$ cat src/rtl/d7s_pkg.sv
// Shared definitions for the 7-segment capture path: select codes, segment patterns and
// the frame state type, plus the segment-to-BCD decode.
package d7s_pkg;

   localparam logic [2:0] SEL_U     = 3'b110;
   localparam logic [2:0] SEL_T     = 3'b101;
   localparam logic [2:0] SEL_H     = 3'b011;
   localparam logic [2:0] SEL_BLANK = 3'b111;

   // Active-low bus values, bit6..0 = A..G; same table the encoder drives.
   localparam logic [6:0] SEG_0 = ~7'b1111110;
   localparam logic [6:0] SEG_1 = ~7'b0110000;
   localparam logic [6:0] SEG_2 = ~7'b1101101;
   localparam logic [6:0] SEG_3 = ~7'b1111001;
   localparam logic [6:0] SEG_4 = ~7'b0110011;
   localparam logic [6:0] SEG_5 = ~7'b1011011;
   localparam logic [6:0] SEG_6 = ~7'b1011111;
   localparam logic [6:0] SEG_7 = ~7'b1110000;
   localparam logic [6:0] SEG_8 = ~7'b1111111;
   localparam logic [6:0] SEG_9 = ~7'b1111011;

   typedef enum logic [1:0] {WAIT_U, GOT_U, GOT_T} frame_state_e;

   // Returns {bad, digit}; bad is set for any pattern outside the ten digits.
   function automatic logic [4:0] seg_decode(input logic [6:0] seg);
      logic [4:0] r;
      case (seg)
         SEG_0:   r = {1'b0, 4'd0};
         SEG_1:   r = {1'b0, 4'd1};
         SEG_2:   r = {1'b0, 4'd2};
         SEG_3:   r = {1'b0, 4'd3};
         SEG_4:   r = {1'b0, 4'd4};
         SEG_5:   r = {1'b0, 4'd5};
         SEG_6:   r = {1'b0, 4'd6};
         SEG_7:   r = {1'b0, 4'd7};
         SEG_8:   r = {1'b0, 4'd8};
         SEG_9:   r = {1'b0, 4'd9};
         default: r = {1'b1, 4'd0};
      endcase
      return r;
   endfunction

endpackage

$ cat src/rtl/bcd2bin_seq.sv
// Iterative 3-digit BCD to binary converter (reverse double-dabble), one shift per cycle.
module bcd2bin_seq #(
   parameter int unsigned BIN_W = 10
) (
   input  logic             clk,
   input  logic             rst,
   input  logic             start,
   input  logic [11:0]      bcd,
   output logic             busy,
   output logic             done,
   output logic [BIN_W-1:0] bin
);
   localparam int unsigned REG_W = 12 + BIN_W;
   localparam int unsigned IT_W  = $clog2(BIN_W);
   localparam logic [IT_W-1:0] LAST = IT_W'(BIN_W - 1);

   logic [REG_W-1:0] sr_q;
   logic [IT_W-1:0]  it_q;
   logic             busy_q, done_q;

   // A nibble that received a shifted-in tens bit reads >= 8; subtracting 3 rescales it.
   function automatic logic [REG_W-1:0] step(input logic [REG_W-1:0] r);
      logic [REG_W-1:0] s;
      s = r >> 1;
      for (int i = 0; i < 3; i++) begin
         if (s[BIN_W + 4*i + 3]) s[BIN_W + 4*i +: 4] = s[BIN_W + 4*i +: 4] - 4'd3;
      end
      return s;
   endfunction

   always_ff @(posedge clk or posedge rst) begin
      if (rst) begin
         sr_q   <= '0;
         it_q   <= '0;
         busy_q <= 1'b0;
         done_q <= 1'b0;
      end else begin
         done_q <= 1'b0;
         if (start && !busy_q) begin
            sr_q   <= {bcd, {BIN_W{1'b0}}};
            it_q   <= '0;
            busy_q <= 1'b1;
         end else if (busy_q) begin
            sr_q <= step(sr_q);
            it_q <= it_q + IT_W'(1);
            if (it_q == LAST) begin
               busy_q <= 1'b0;
               done_q <= 1'b1;
            end
         end
      end
   end

   assign busy = busy_q;
   assign done = done_q;
   assign bin  = sr_q[BIN_W-1:0];

endmodule

$ cat src/rtl/d7s_capture.sv
// Watches a multiplexed 7-segment display, reassembles units/tens/hundreds frames and
// reports the displayed number in binary.
module d7s_capture
   import d7s_pkg::*;
#(
   parameter int unsigned SETTLE = 2,
   parameter int unsigned CONV_W = 10
) (
   input  logic       clk,
   input  logic       rst,
   input  logic [2:0] transistor,
   input  logic [6:0] d7sp,
   output logic [7:0] value,
   output logic       value_valid,
   output logic       overflow,
   output logic       frame_err,
   output logic       busy
);
   localparam logic [3:0] SETTLE_C = 4'(SETTLE);

   logic [2:0]        sel_q;
   logic [3:0]        cnt_q, cnt_d;
   logic              sel_chg, sample_stb;
   logic              seg_bad;
   logic [3:0]        seg_digit;
   frame_state_e      state_q, state_d;
   logic [3:0]        d1_q, d1_d, d2_q, d2_d;
   logic              bad_q, bad_d, err_q, err_d;
   logic              conv_start, conv_busy, conv_done, conv_over;
   logic [CONV_W-1:0] conv_bin;
   logic [7:0]        conv_sat, value_q;

   assign {seg_bad, seg_digit} = seg_decode(d7sp);

   // Counter saturates at SETTLE so the strobe fires once per dwell.
   always_comb begin
      sel_chg = (transistor != sel_q);
      if (sel_chg)               cnt_d = 4'd1;
      else if (cnt_q < SETTLE_C) cnt_d = cnt_q + 4'd1;
      else                       cnt_d = cnt_q;
      sample_stb = (cnt_d == SETTLE_C) && (sel_chg || (cnt_q != SETTLE_C));
   end

   always_comb begin
      state_d    = state_q;
      d1_d       = d1_q;
      d2_d       = d2_q;
      bad_d      = bad_q;
      err_d      = 1'b0;
      conv_start = 1'b0;
      if (sample_stb) begin
         case (transistor)
            SEL_BLANK: ;
            SEL_U: begin
               d1_d    = seg_digit;
               bad_d   = seg_bad;
               state_d = GOT_U;
            end
            SEL_T: begin
               case (state_q)
                  GOT_U: begin
                     d2_d    = seg_digit;
                     bad_d   = bad_q | seg_bad;
                     state_d = GOT_T;
                  end
                  GOT_T: begin
                     err_d   = 1'b1;
                     state_d = WAIT_U;
                  end
                  default: ;
               endcase
            end
            SEL_H: begin
               case (state_q)
                  GOT_U: begin
                     err_d   = 1'b1;
                     state_d = WAIT_U;
                  end
                  GOT_T: begin
                     state_d = WAIT_U;
                     if (bad_q || seg_bad || conv_busy) err_d = 1'b1;
                     else                               conv_start = 1'b1;
                  end
                  default: ;
               endcase
            end
            default: begin
               err_d   = 1'b1;
               state_d = WAIT_U;
            end
         endcase
      end
   end

   bcd2bin_seq #(
      .BIN_W (CONV_W)
   ) u_conv (
      .clk   (clk),
      .rst   (rst),
      .start (conv_start),
      .bcd   ({seg_digit, d2_q, d1_q}),
      .busy  (conv_busy),
      .done  (conv_done),
      .bin   (conv_bin)
   );

   assign conv_over = (conv_bin > CONV_W'(255));
   assign conv_sat  = conv_over ? 8'hFF : conv_bin[7:0];

   always_ff @(posedge clk or posedge rst) begin
      if (rst) begin
         sel_q   <= SEL_BLANK;
         cnt_q   <= '0;
         state_q <= WAIT_U;
         d1_q    <= '0;
         d2_q    <= '0;
         bad_q   <= 1'b0;
         err_q   <= 1'b0;
         value_q <= '0;
      end else begin
         sel_q   <= transistor;
         cnt_q   <= cnt_d;
         state_q <= state_d;
         d1_q    <= d1_d;
         d2_q    <= d2_d;
         bad_q   <= bad_d;
         err_q   <= err_d;
         if (conv_done) value_q <= conv_sat;
      end
   end

   // Result is presented in the done cycle itself, then held.
   always_comb begin
      value       = conv_done ? conv_sat : value_q;
      value_valid = conv_done;
      overflow    = conv_done & conv_over;
   end

   assign frame_err = err_q;
   assign busy      = conv_busy;

endmodule

$ cat config.mk
export PLATFORM = sky130hd
export DESIGN_NAME = d7s_capture
export DESIGN_NICKNAME = d
export VERILOG_FILES = /design/src/rtl/d7s_pkg.sv /design/src/rtl/bcd2bin_seq.sv /design/src/rtl/d7s_capture.sv
export SDC_FILE = /design/constraint.sdc
export NUM_CORES = 1
export LEC_CHECK = 0
export ABC_CLOCK_PERIOD_IN_PS = 8100
export CAP_MARGIN = 15
export CORE_MARGIN = 4
export CORE_UTILIZATION = 45
export CTS_BUF_LIST = sky130_fd_sc_hd__clkbuf_8
export CTS_CLUSTER_DIAMETER = 120
export DETAILED_ROUTE_END_ITERATION = 8
export GPL_TIMING_DRIVEN = 1
export HOLD_SLACK_MARGIN = 0.05
export SYNTH_ARGS = -nofsm -noshare
export SYNTH_HDL_FRONTEND = slang
export SYNTH_SLANG_ARGS = --single-unit
export TNS_END_PERCENT = 1
$ cat constraint.sdc
create_clock -name clk -period 8.1 [get_ports clk]
set_clock_uncertainty 0.2 [all_clocks]
set_input_delay 0.81 -clock clk [delete_from_list [all_inputs] [get_ports clk]]
set_output_delay 0.81 -clock clk [all_outputs]
set_load 0.01 [all_outputs]
# == Word-level counts from Yosys, hierarchy flattened ==
# Cells that the tools add are included.
# word_totals
word_cells,89
regBits,55
# classes
n_addsub,4
order_cmp,2
muxes,31
bitwise,3
eq_ne,22
n_reduce_logical,15
# ops
operator,count
one-hot mux 5 bit (10 select lines),1
two-way mux 22 bit,2
two-way mux 4 bit,6
two-way mux 8 bit,2
== test 7 x 3 -> 1 bit (second input constant),2
== test 7 x 6 -> 1 bit (second input constant),2
== test 7 bit (second input constant),2
two-way mux 1 bit,14
> comparator 10 x 8 -> 1 bit (second input constant),1
== test 3 bit (second input constant),3
adder 4 x 1 -> 4 bit (second input constant),2
one-hot mux 2 bit (4 select lines),1
subtractor 4 x 2 -> 4 bit (second input constant),2
== test 7 x 1 -> 1 bit (second input constant),1
== test 7 x 4 -> 1 bit (second input constant),1
== test 7 x 5 -> 1 bit (second input constant),1
logical NOT 7 bit,1
AND reduction 3 bit,2
== test 4 x 2 -> 1 bit (second input constant),1
== test 4 bit (second input constant),1
less-than comparator 4 x 2 -> 1 bit (second input constant),1
inequality test 2 bit (second input constant),2
inequality test 4 x 2 -> 1 bit (second input constant),1
one-hot mux 1 bit (2 select lines),2
other kinds (18),23

# == Longest topological paths before layout ==
# Gate-level depths: netlist of run 1.
# depth
ltp_word,10
mapped_depth,8
mapped_depth_nobuf,7

# == By module ==
# From an unflattened synthesis of run 1, not the netlist that was laid out.
# unflattened
cells_unflattened,288
hier_area_um2,2936.6
# modules_own_cells
mod,seq_area_each_um2,area_per_inst_um2,n_inst,cells_each
d7s_capture,679.4,1468.9,1,143
bcd2bin_seq,700.7,1467.7,1,145

# == Worst setup path before layout of run 1 ==
# No wires, ideal clock.
# synth_path
path_type,in2reg
startpoint,input port d7sp[6]
endpoint,register u_conv.sr_q[11]
stages,7
arrival_ns,2.564
path_slack_ns,5.211
n_path_buf,2
path_cell_list,clkbuf_1 -> or3_1 -> or3_1 -> a211o_1 -> a21o_1 -> buf_6 -> mux2_4
# synth_via
elab_chain_cells,10
word_cells_on_any_way,20
# synth_lines
element,line,rtl
from (decl),d7s_capture.sv:12,"input logic [6:0] d7sp,"
"== test 7 x 3 -> 1 bit, or another cell as far along",d7s_pkg.sv:27,case (seg)
one-hot mux 5 bit (10 select lines) (*),d7s_pkg.sv:27,
logical OR 1 bit (*) (2 in a row),d7s_capture.sv:81,if (bad_q || seg_bad || conv_busy) err_d = 1'b1;
two-way mux 1 bit (*),d7s_capture.sv:81,
two-way mux 1 bit (*),d7s_capture.sv:74,case (state_q)
two-way mux 1 bit (*),d7s_capture.sv:52,case (transistor)
two-way mux 1 bit (*),d7s_capture.sv:51,if (sample_stb) begin
logical AND 1 bit (*),bcd2bin_seq.sv:39,if (start && !busy_q) begin
two-way mux 22 bit / nonzero test 2 bit (equally long branches),-,
to (signal assigned),bcd2bin_seq.sv:40,"sr_q <= {bcd, {BIN_W{1'b0}}};"
to (signal assigned),bcd2bin_seq.sv:44,sr_q <= step(sr_q);
to (decl),bcd2bin_seq.sv:17,logic [REG_W-1:0] sr_q;
# Mark *: on every way between the ends. The rest lies on a longest branch, timed or not.
# A chain may end at the register's enable or synchronous reset.

# == Worst setup path after layout of run 1 ==
# layout_path
startpoint,input port d7sp[5]
endpoint,register u_conv.it_q[3]
# layout_via
elab_chain_cells,10
word_cells_on_any_way,20
# layout_lines
element,line,rtl
"== test 7 x 3 -> 1 bit, or another cell as far along",d7s_pkg.sv:27,
one-hot mux 5 bit (10 select lines) (*),d7s_pkg.sv:27,
logical OR 1 bit (*) (2 in a row),d7s_capture.sv:81,
two-way mux 1 bit (*),d7s_capture.sv:81,
two-way mux 1 bit (*),d7s_capture.sv:74,
two-way mux 1 bit (*),d7s_capture.sv:52,
two-way mux 1 bit (*),d7s_capture.sv:51,
logical AND 1 bit (*),bcd2bin_seq.sv:39,
two-way mux 4 bit / nonzero test 2 bit (equally long branches),-,
to (signal assigned),bcd2bin_seq.sv:45,it_q <= it_q + IT_W'(1);
to (decl),bcd2bin_seq.sv:18,logic [IT_W-1:0] it_q;
# Marks and branches as above.

==> results.cfg, run 1 <==
[outcome]
status = completed

[placement]
place_inst = 369
dpl.hpwl_um = 3580
placed_area_mm2 = 0.00310
pre_cts_ws_ns = 4.47
portBuffers = 23
finalWeightedCongestion = 0.775

[sta]
hold_viol_final = 0
grt_setup_unrepaired = false
fin_hold_ws_ns = 0.290
setup_tns_ns = 0
maxSlewViolCount = 0
fin_crit_sh = 0.407
clock.fmax_ghz = 0.304
setup_ws_ns = 4.81
tightest_slew_ns = 0.768
relSlewSlack = 0.488
finalCriticalPeriod_ns = 3.29
setup_viol = 0

[cells_and_area]
num_antenna_cells = 0
ff_latch_area_mm2 = 0.00138
final.fill_count = 580
fin_area_mm2 = 0.00322
fin_nets = 321
drive_gt1_frac = 0.142
final_util = 0.534
multi_input_area_mm2 = 0.00135
area_delta_synth_final_pct = 13.6
final_cells = 377

[die]
die_y_um = 87.3
die_w_um = 87.3
rows = 28
initial_core_util = 0.470
dieArea_mm2 = 0.00763
io_pins = 24
core-area_mm2 = 0.00603

[logic_synthesis]
synth_flop_cell = dfrtp_1
synth_nets = 303
async_flop_share = 1.00
synth_edf_count = 0
synth_seq_cells = 55
avgSynthCellArea_um2 = 10.0
ys_warn_count = 0
syn_inst = 283
seq_area_frac_synth = 0.487
synth.distinct_cells = 45
synth_area_mm2 = 0.00283

[hold_path]
whs_endpoint = u_conv.sr_q[9]$_DFFE_PP0P_
whs_path_depth = 2
worst_hold_path_type = reg -> reg
hp-start = u_conv.sr_q[10]$_DFFE_PP0P_

[critical_path]
end_kind = register
rr_startpoint = cnt_q[0]$_DFF_PP0_
path_class = in -> reg
r2r_end = u_conv.it_q[3]$_DFFE_PP0P_
reg2reg_depth = 7
startpoint_type = input pin
arrival_ns = 3.25
crit_required_ns = 8.06
regToRegSetupSlack_ns = 4.97
startpoint = d7sp[5]
crit_fanout = 16

[global_route]
grt_use_total = 0.153
antenna_found_initial = 0
grt_pass1_wl_um = 9320
grt_max_degree = 56
grt_overflow = 0
grt_pass1_vias = 1982

[drt]
wl_per_cell_um = 13.9
drt_pre_antenna_iters = 4
vias = 2011
drc_errors = 0
vias_per_cell = 5.33
ant_nets = 0
drt_wl_total_um = 5230
drt_first_iter_violations = 105

[power_and_ir_drop]
power.density_mw_per_mm2 = 175
ir_worst_vdd_uv = 80.7
total_power_uw = 564
p_leak_nw = 1.43

[clock_tree]
cts_resized = 0
ctsHtreeMaxLevel = 2
post_cts_buffers = 0
cts_tree = done
clock_sinks = 55
clkLatencyLatePin_ns = 0.31
clk_path_buf_depth = 2
ctsHoldBuffers = 0
clock-root-buffer = clkbuf_8
cts_buffers = 5
clk_pin_slew_ns = 0.11

[job]
cap_violations = 0
## metal layers
layer | GRT usage | part of all wire | vias to the layer above
li1 | - | - | 1006
met1 | 0.210 | 0.50 | 973
met2 | 0.247 | 0.47 | 26
met3 | 0.0312 | 0.031 | 6
met4 | 0.0391 | 0.0073 | 0
met5 | 0 | 0 | -
## sequential cells by signal, summed over array words and instances, names as in the netlist
name	cells
u_conv.it_q	4
d1_q	4
frame_err	1
value_q	8
u_conv.sr_q	22
u_conv.busy	1
bad_q	1
state_q	2
cnt_q	4
d2_q	4
sel_q	3
u_conv.done	1
## how the worst max path moves through the flow
stage / to / slack, ns / cells past startpoint
6_report: u_conv.it_q[3]$_DFFE_PP0P_ / 4.81 / 6
5_1_grt: u_conv.sr_q[1]$_DFFE_PP0P_ / 4.61 / 6
4_1_cts: u_conv.it_q[3]$_DFFE_PP0P_ / 4.82 / 6
3_5_place_dp: u_conv.sr_q[4]$_DFFE_PP0P_ / 4.47 / 6
3_3_place_gp: u_conv.sr_q[4]$_DFFE_PP0P_ / 4.53 / 6
2_1_floorplan: u_conv.sr_q[11]$_DFFE_PP0P_ / 5.21 / 7
## placed cells by master (no fill, tap or decap), types with 5 or more instances in the layout
cell type / synthesis / layout
dfrtp_1: 52 / 52
nor2_1: 37 / 37
nand2_1: 32 / 32
clkdlybuf4s50_1: 0 / 23
a21oi_1: 21 / 21
o21ai_0: 14 / 14
mux2_2: 13 / 13
mux2i_1: 9 / 9
inv_1: 9 / 8
nor3_1: 8 / 8
mux2_4: 8 / 8
ha_1: 8 / 8
xnor2_1: 6 / 6
nor2b_1: 5 / 5
clkbuf_8: 0 / 5
## cell usage after synthesis (4+ instances only)
| cell | instances | area share |
|---|---|---|
| o21ai_0 | 14 | 0.025 |
| nor3_1 | 8 | 0.014 |
| nor2_1 | 37 | 0.049 |
| inv_1 | 9 | 0.012 |
| mux2_4 | 8 | 0.042 |
| mux2_2 | 13 | 0.052 |
| nor2b_1 | 5 | 0.011 |
| ha_1 | 8 | 0.035 |
| clkbuf_1 | 11 | 0.015 |
| xnor2_1 | 6 | 0.019 |
| nand2_1 | 32 | 0.042 |
| a21oi_1 | 21 | 0.037 |
| dfrtp_1 | 52 | 0.46 |
| mux2i_1 | 9 | 0.032 |
| xor2_1 | 4 | 0.012 |
| or2_2 | 4 | 0.0088 |
## cell families (layout without fill, tap and decap cells)
family,count (synthesis),after routing,share of synthesized area
compound gates,54,54,0.117
xor+xnor,10,10,0.0309
fa+ha+maj,8,8,0.0353
buf+inv,23,42,0.0371
flops,55,55,0.487
mux,30,30,0.126
simple gates,103,103,0.167
## critical path: stages
cell and delay [ns]:
clkdlybuf4s50_1 0.53, or3_1 0.42, or3_1 0.34, a211o_1 0.35, a21oi_2 0.61, o21ai_0 0.19
## where the power goes
group / internal, mW / switching (mW)
Combinational: 0.0338 / 0.0394
Clock: 0.0955 / 0.0956
Sequential: 0.288 / 0.0114
## cell type report
cell class | instances | area share
Clock buffer | 5 | 0.0214
Sequential cell | 55 | 0.429
Clock inverter | 3 | 0.0155
Timing Repair Buffer | 25 | 0.0762
Tap cell | 75 | 0.0291
Multi-Input combinational cell | 205 | 0.419
Inverter | 9 | 0.0105
No activity file was read; power rests on OpenSTA's default activity.
==> run 2, diff against run 1 <==
ABC_CLOCK_PERIOD_IN_PS = 2900   (was 8100)
PLACE_DENSITY = 0.67   (was not set)
clock period = 2.9 ns   (was 8.1 ns; I/O delays follow)
==> results.cfg, run 2 (synthesis results as in run 1) <==
[sta]
setup_viol = 0
setup_tns_ns = 0
maxSlewViolCount = 0
finalCriticalPeriod_ns = 2.76
clock.fmax_ghz = 0.363
fin_crit_sh = 0.951
grt_setup_unrepaired = false
setup_ws_ns = 0.141
relSlewSlack = 0.545
fin_hold_ws_ns = 0.285
tightest_slew_ns = 0.682
hold_viol_final = 0

[power_and_ir_drop]
ir_worst_vdd_uv = 276
total_power_mw = 1.49
switchingPower_uw = 406
p_leak_nw = 1.50
power.density_mw_per_mm2 = 447
power_frac_seq = 0.558
p_int_mw = 1.09
p_clk_frac = 0.290
pwr-share-comb = 0.152
switching_share = 0.272

[critical_path]
arrival_ns = 2.76
startpoint_type = register
rr_startpoint = cnt_q[0]$_DFF_PP0_
startpoint = cnt_q[0]$_DFF_PP0_
cp_cell_sequence = inv_1 -> ha_1 -> or4b_1 -> a2111oi_2 -> nand4_1 -> a21o_4 -> mux2_4
reg2reg_depth = 7
r2r_end = u_conv.sr_q[15]$_DFFE_PP0P_
regToRegSetupSlack_ns = 0.14
end_kind = register
crit_fanout = 11
crit_buf_inv = 1
path_class = reg -> reg
cp_slowest_cell = or4b_1
critPathTopFamily = simple AND/OR/NAND/NOR gates
crit_required_ns = 2.90
crit_path_max_incr_delay_ns = 0.54

[drt]
drt_pre_antenna_iters = 4
ant_nets = 0
drc_errors = 0
wl_per_cell_um = 13.3
vias = 2073
drt_first_iter_violations = 83
vias_per_cell = 5.26
drt_wl_total_um = 5260

[cells_and_area]
fin_nets = 338
top_regs = u_conv.sr_q (22), value_q (8)
largest_reg_flops = 22
top_register = u_conv.sr_q
area_delta_synth_final_pct = 17.9
fin_area_mm2 = 0.00334
drive_gt1_frac = 0.191
num_antenna_cells = 0
final.fill_count = 544
final_cell_mix = dfrtp_1 (52), nor2_1 (37), nand2_1 (32)
final_util = 0.554
final_cells = 394
mostFrequentLayoutCell = dfrtp_1

[die]
core-area_mm2 = 0.00603
die_y_um = 87.3
rows = 28
io_pins = 24
die_w_um = 87.3
dieArea_mm2 = 0.00763
initial_core_util = 0.470

[clock_tree]
ctsHtreeMaxLevel = 2
ctsHoldBuffers = 0
cts_buffers = 5
cts_resized = 1
clk_path_buf_depth = 2
clock-root-buffer = clkbuf_8
cts_tree = done
clock_sinks = 55
post_cts_buffers = 0
clkLatencyLatePin_ns = 0.31
clk_pin_slew_ns = 0.11

[placement]
placed_area_mm2 = 0.00324
place_inst = 386
dpl.hpwl_um = 3790
portBuffers = 23
pre_cts_ws_ns = 0.000418
finalWeightedCongestion = 0.844

[global_route]
grt_overflow = 0
grt_use_total = 0.148
antenna_found_initial = 0
grt_max_degree = 56
grt_pass1_wl_um = 9000
grt_pass1_vias = 1931

[job]
cap_violations = 0

[outcome]
status = completed

[hold_path]
worst_hold_path_type = in -> async
[run 2: changes by cell type in the layout (fill, tap and decap cells not counted)]
cell,before,now
a21o_1,2,1
a21o_4,0,1
buf_12,0,1
buf_4,2,18
bufinv_16,1,0
clkinvlp_4,0,2
inv_8,1,0
[run 2: worst max-delay path by stage]
stage / endpoint / cells past startpoint
floorplan: u_conv.sr_q[11]$_DFFE_PP0P_ / 8
global placement: u_conv.sr_q[16]$_DFFE_PP0P_ / 6
detailed placement: u_conv.sr_q[15]$_DFFE_PP0P_ / 7
CTS: u_conv.sr_q[15]$_DFFE_PP0P_ / 7
global route: d1_q[1]$_DFFE_PP0P_ / 8
finish: u_conv.sr_q[15]$_DFFE_PP0P_ / 7
[run 2: routing by layer]
metal / up-vias / share of wire / global-route usage / wire (µm)
met1: 986 / 0.47 / 0.197 / 2490
met3: 6 / 0.034 / 0.0293 / 179
li1: 1050 / - / - / -
met4: 0 / 0.015 / 0.0516 / 77
met2: 31 / 0.48 / 0.240 / 2510
met5: - / 0 / 0 / 0
[run 2: tightest hold or removal path: stages]
cell and delay, ns:
clkdlybuf4s50_1 0.41, inv_2 0.05, buf_4 0.54
[run 2: final cells by class]
class	count	area, µm²	share of cell area
Clock buffer	5	68.8	0.0206
Tap cell	75	93.8	0.0281
Timing Repair Buffer	42	385	0.115
Clock inverter	3	23.8	0.00712
Inverter	9	33.8	0.0101
Multi-Input combinational cell	205	1360	0.406
Sequential cell	55	1380	0.413
[run 2: power by group through the flow]
stage	Sequential, mW	Clock [mW]	Combinational, mW
3_3_place_gp	0.846	0	0.221
5_1_grt	0.841	0.480	0.261
4_1_cts	0.833	0.447	0.228
3_5_place_dp	0.848	0	0.227
2_1_floorplan	0.844	0	0.152
6_report	0.834	0.433	0.227
==> run 3, diff against run 2 <==
CORE_UTILIZATION = 35   (was 45)
PLACE_DENSITY = not set   (was 0.67)
==> results.cfg, run 3 (synthesis results as in run 1) <==
[cells_and_area]
final_cell_mix = dfrtp_1 (52), nor2_1 (37), nand2_1 (32)
fin_area_mm2 = 0.00344
area_delta_synth_final_pct = 21.5
final.fill_count = 767
fin_nets = 339
drive_gt1_frac = 0.203
largest_reg_flops = 22
num_antenna_cells = 0
mostFrequentLayoutCell = dfrtp_1
top_regs = u_conv.sr_q (22), value_q (8)
top_register = u_conv.sr_q
final_util = 0.441

[sta]
setup_ws_ns = 0.0837
fin_crit_sh = 0.971
finalCriticalPeriod_ns = 2.82
tightest_slew_ns = 0.598
maxSlewViolCount = 0
setup_viol = 0
hold_viol_final = 0
relSlewSlack = 0.601
clock.fmax_ghz = 0.355

[critical_path]
crit_required_ns = 2.89
path_class = reg -> reg
cp_slowest_cell = or4b_4
crit_fanout = 11
arrival_ns = 2.81
end_kind = register
crit_path_max_incr_delay_ns = 0.50
startpoint_type = register
cp_cell_sequence = buf_4 -> ha_2 -> or4b_4 -> a2111oi_4 -> nand4_1 -> a21o_1 -> buf_12 -> mux2_4

[clock_tree]
clock_sinks = 55
ctsHoldBuffers = 0
clk_path_buf_depth = 2
post_cts_buffers = 0
clock-root-buffer = clkbuf_8
clkLatencyLatePin_ns = 0.31
cts_buffers = 5
ctsHtreeMaxLevel = 2
clk_pin_slew_ns = 0.10
cts_resized = 0
cts_tree = done

[drt]
wl_per_cell_um = 12.8
vias = 2056
drt_first_iter_violations = 54
drt_pre_antenna_iters = 4
drc_errors = 0
ant_nets = 0
vias_per_cell = 4.87
drt_wl_total_um = 5390

[placement]
portBuffers = 23
pre_cts_ws_ns = 0.0815
placed_area_mm2 = 0.00329
dpl.hpwl_um = 3890
finalWeightedCongestion = 0.765

[global_route]
grt_pass1_vias = 2014
grt_overflow = 0
grt_pass1_wl_um = 9570
grt_use_total = 0.121
antenna_found_initial = 0
grt_max_degree = 31

[hold_path]
worst_hold_path_type = in -> async

[die]
dieArea_mm2 = 0.00960
rows = 32
io_pins = 24
core-area_mm2 = 0.00781
die_w_um = 98.0
initial_core_util = 0.363
die_y_um = 98.0

[outcome]
status = completed

[power_and_ir_drop]
total_power_mw = 1.58
power.density_mw_per_mm2 = 460
p_leak_nw = 1.52
ir_worst_vdd_uv = 237

[job]
cap_violations = 0
## run 3: final timing paths
| path | from | end | slack [ns] | depth (start not counted) |
|---|---|---|---|---|
| worst min-delay path | rst | frame_err$_DFF_PP0_ | 0.06 | 2 |
| worst min register to register | u_conv.sr_q[10]$_DFFE_PP0P_ | u_conv.sr_q[9]$_DFFE_PP0P_ | 0.30 | 2 |
| worst max-delay path | cnt_q[0]$_DFF_PP0_ | u_conv.sr_q[16]$_DFFE_PP0P_ | 0.08 | 8 |
| min in group clk | u_conv.sr_q[10]$_DFFE_PP0P_ | u_conv.sr_q[9]$_DFFE_PP0P_ | 0.30 | 2 |
| max in group asynchronous | rst | u_conv.it_q[0]$_DFFE_PP0P_ | 1.84 | 3 |
| worst max register to register | cnt_q[0]$_DFF_PP0_ | u_conv.sr_q[16]$_DFFE_PP0P_ | 0.08 | 8 |
## run 3: final cells by class
cell class,count,area (µm²),area share
Clock buffer,5,68.8,0.0200
Clock inverter,3,43.8,0.0127
Inverter,9,33.8,0.00981
Multi-Input combinational cell,205,1380,0.401
Sequential cell,55,1380,0.401
Tap cell,102,128,0.0371
Timing Repair Buffer,43,409,0.119
## run 3: report_power, final
group	total (mW)	internal (mW)	switching, mW
sequential	0.833	0.805	0.0280
combinational	0.239	0.120	0.119
clock	0.513	0.258	0.255
## run 3: stage by stage
| step | TNS (ns) | cells | hold WS, ns |
|---|---|---|---|
| 4_1_cts | 0 | 422 | 0.0704 |
| 2_1_floorplan | 0 | 283 | 0.0945 |
| 3_3_place_gp | 0 | 414 | 0.271 |
| 6_report | 0 | 422 | 0.0607 |
| 3_5_place_dp | 0 | 414 | 0.277 |
| 5_1_grt | -0.00526 | 422 | 0.0878 |
## run 3: worst max-delay path: cells and delay by family (launching register included)
| family | cells | cell delay [ns] |
|---|---|---|
| AO/OA/AOI/OAI | 2 | 0.61 |
| adder cells (fa/ha/maj) | 1 | 0.19 |
| buffers and inverters | 2 | 0.31 |
| flip-flops | 1 | 0.41 |
| multiplexers | 1 | 0.30 |
| AND/OR/NAND/NOR | 2 | 0.69 |
## run 3: per-layer routing
layer	up-vias	GRT usage	wire length, µm
met4	0	0.0437	87
met3	6	0.0279	189
met5	-	0	0
li1	1040	-	-
met2	38	0.197	2560
met1	972	0.157	2550
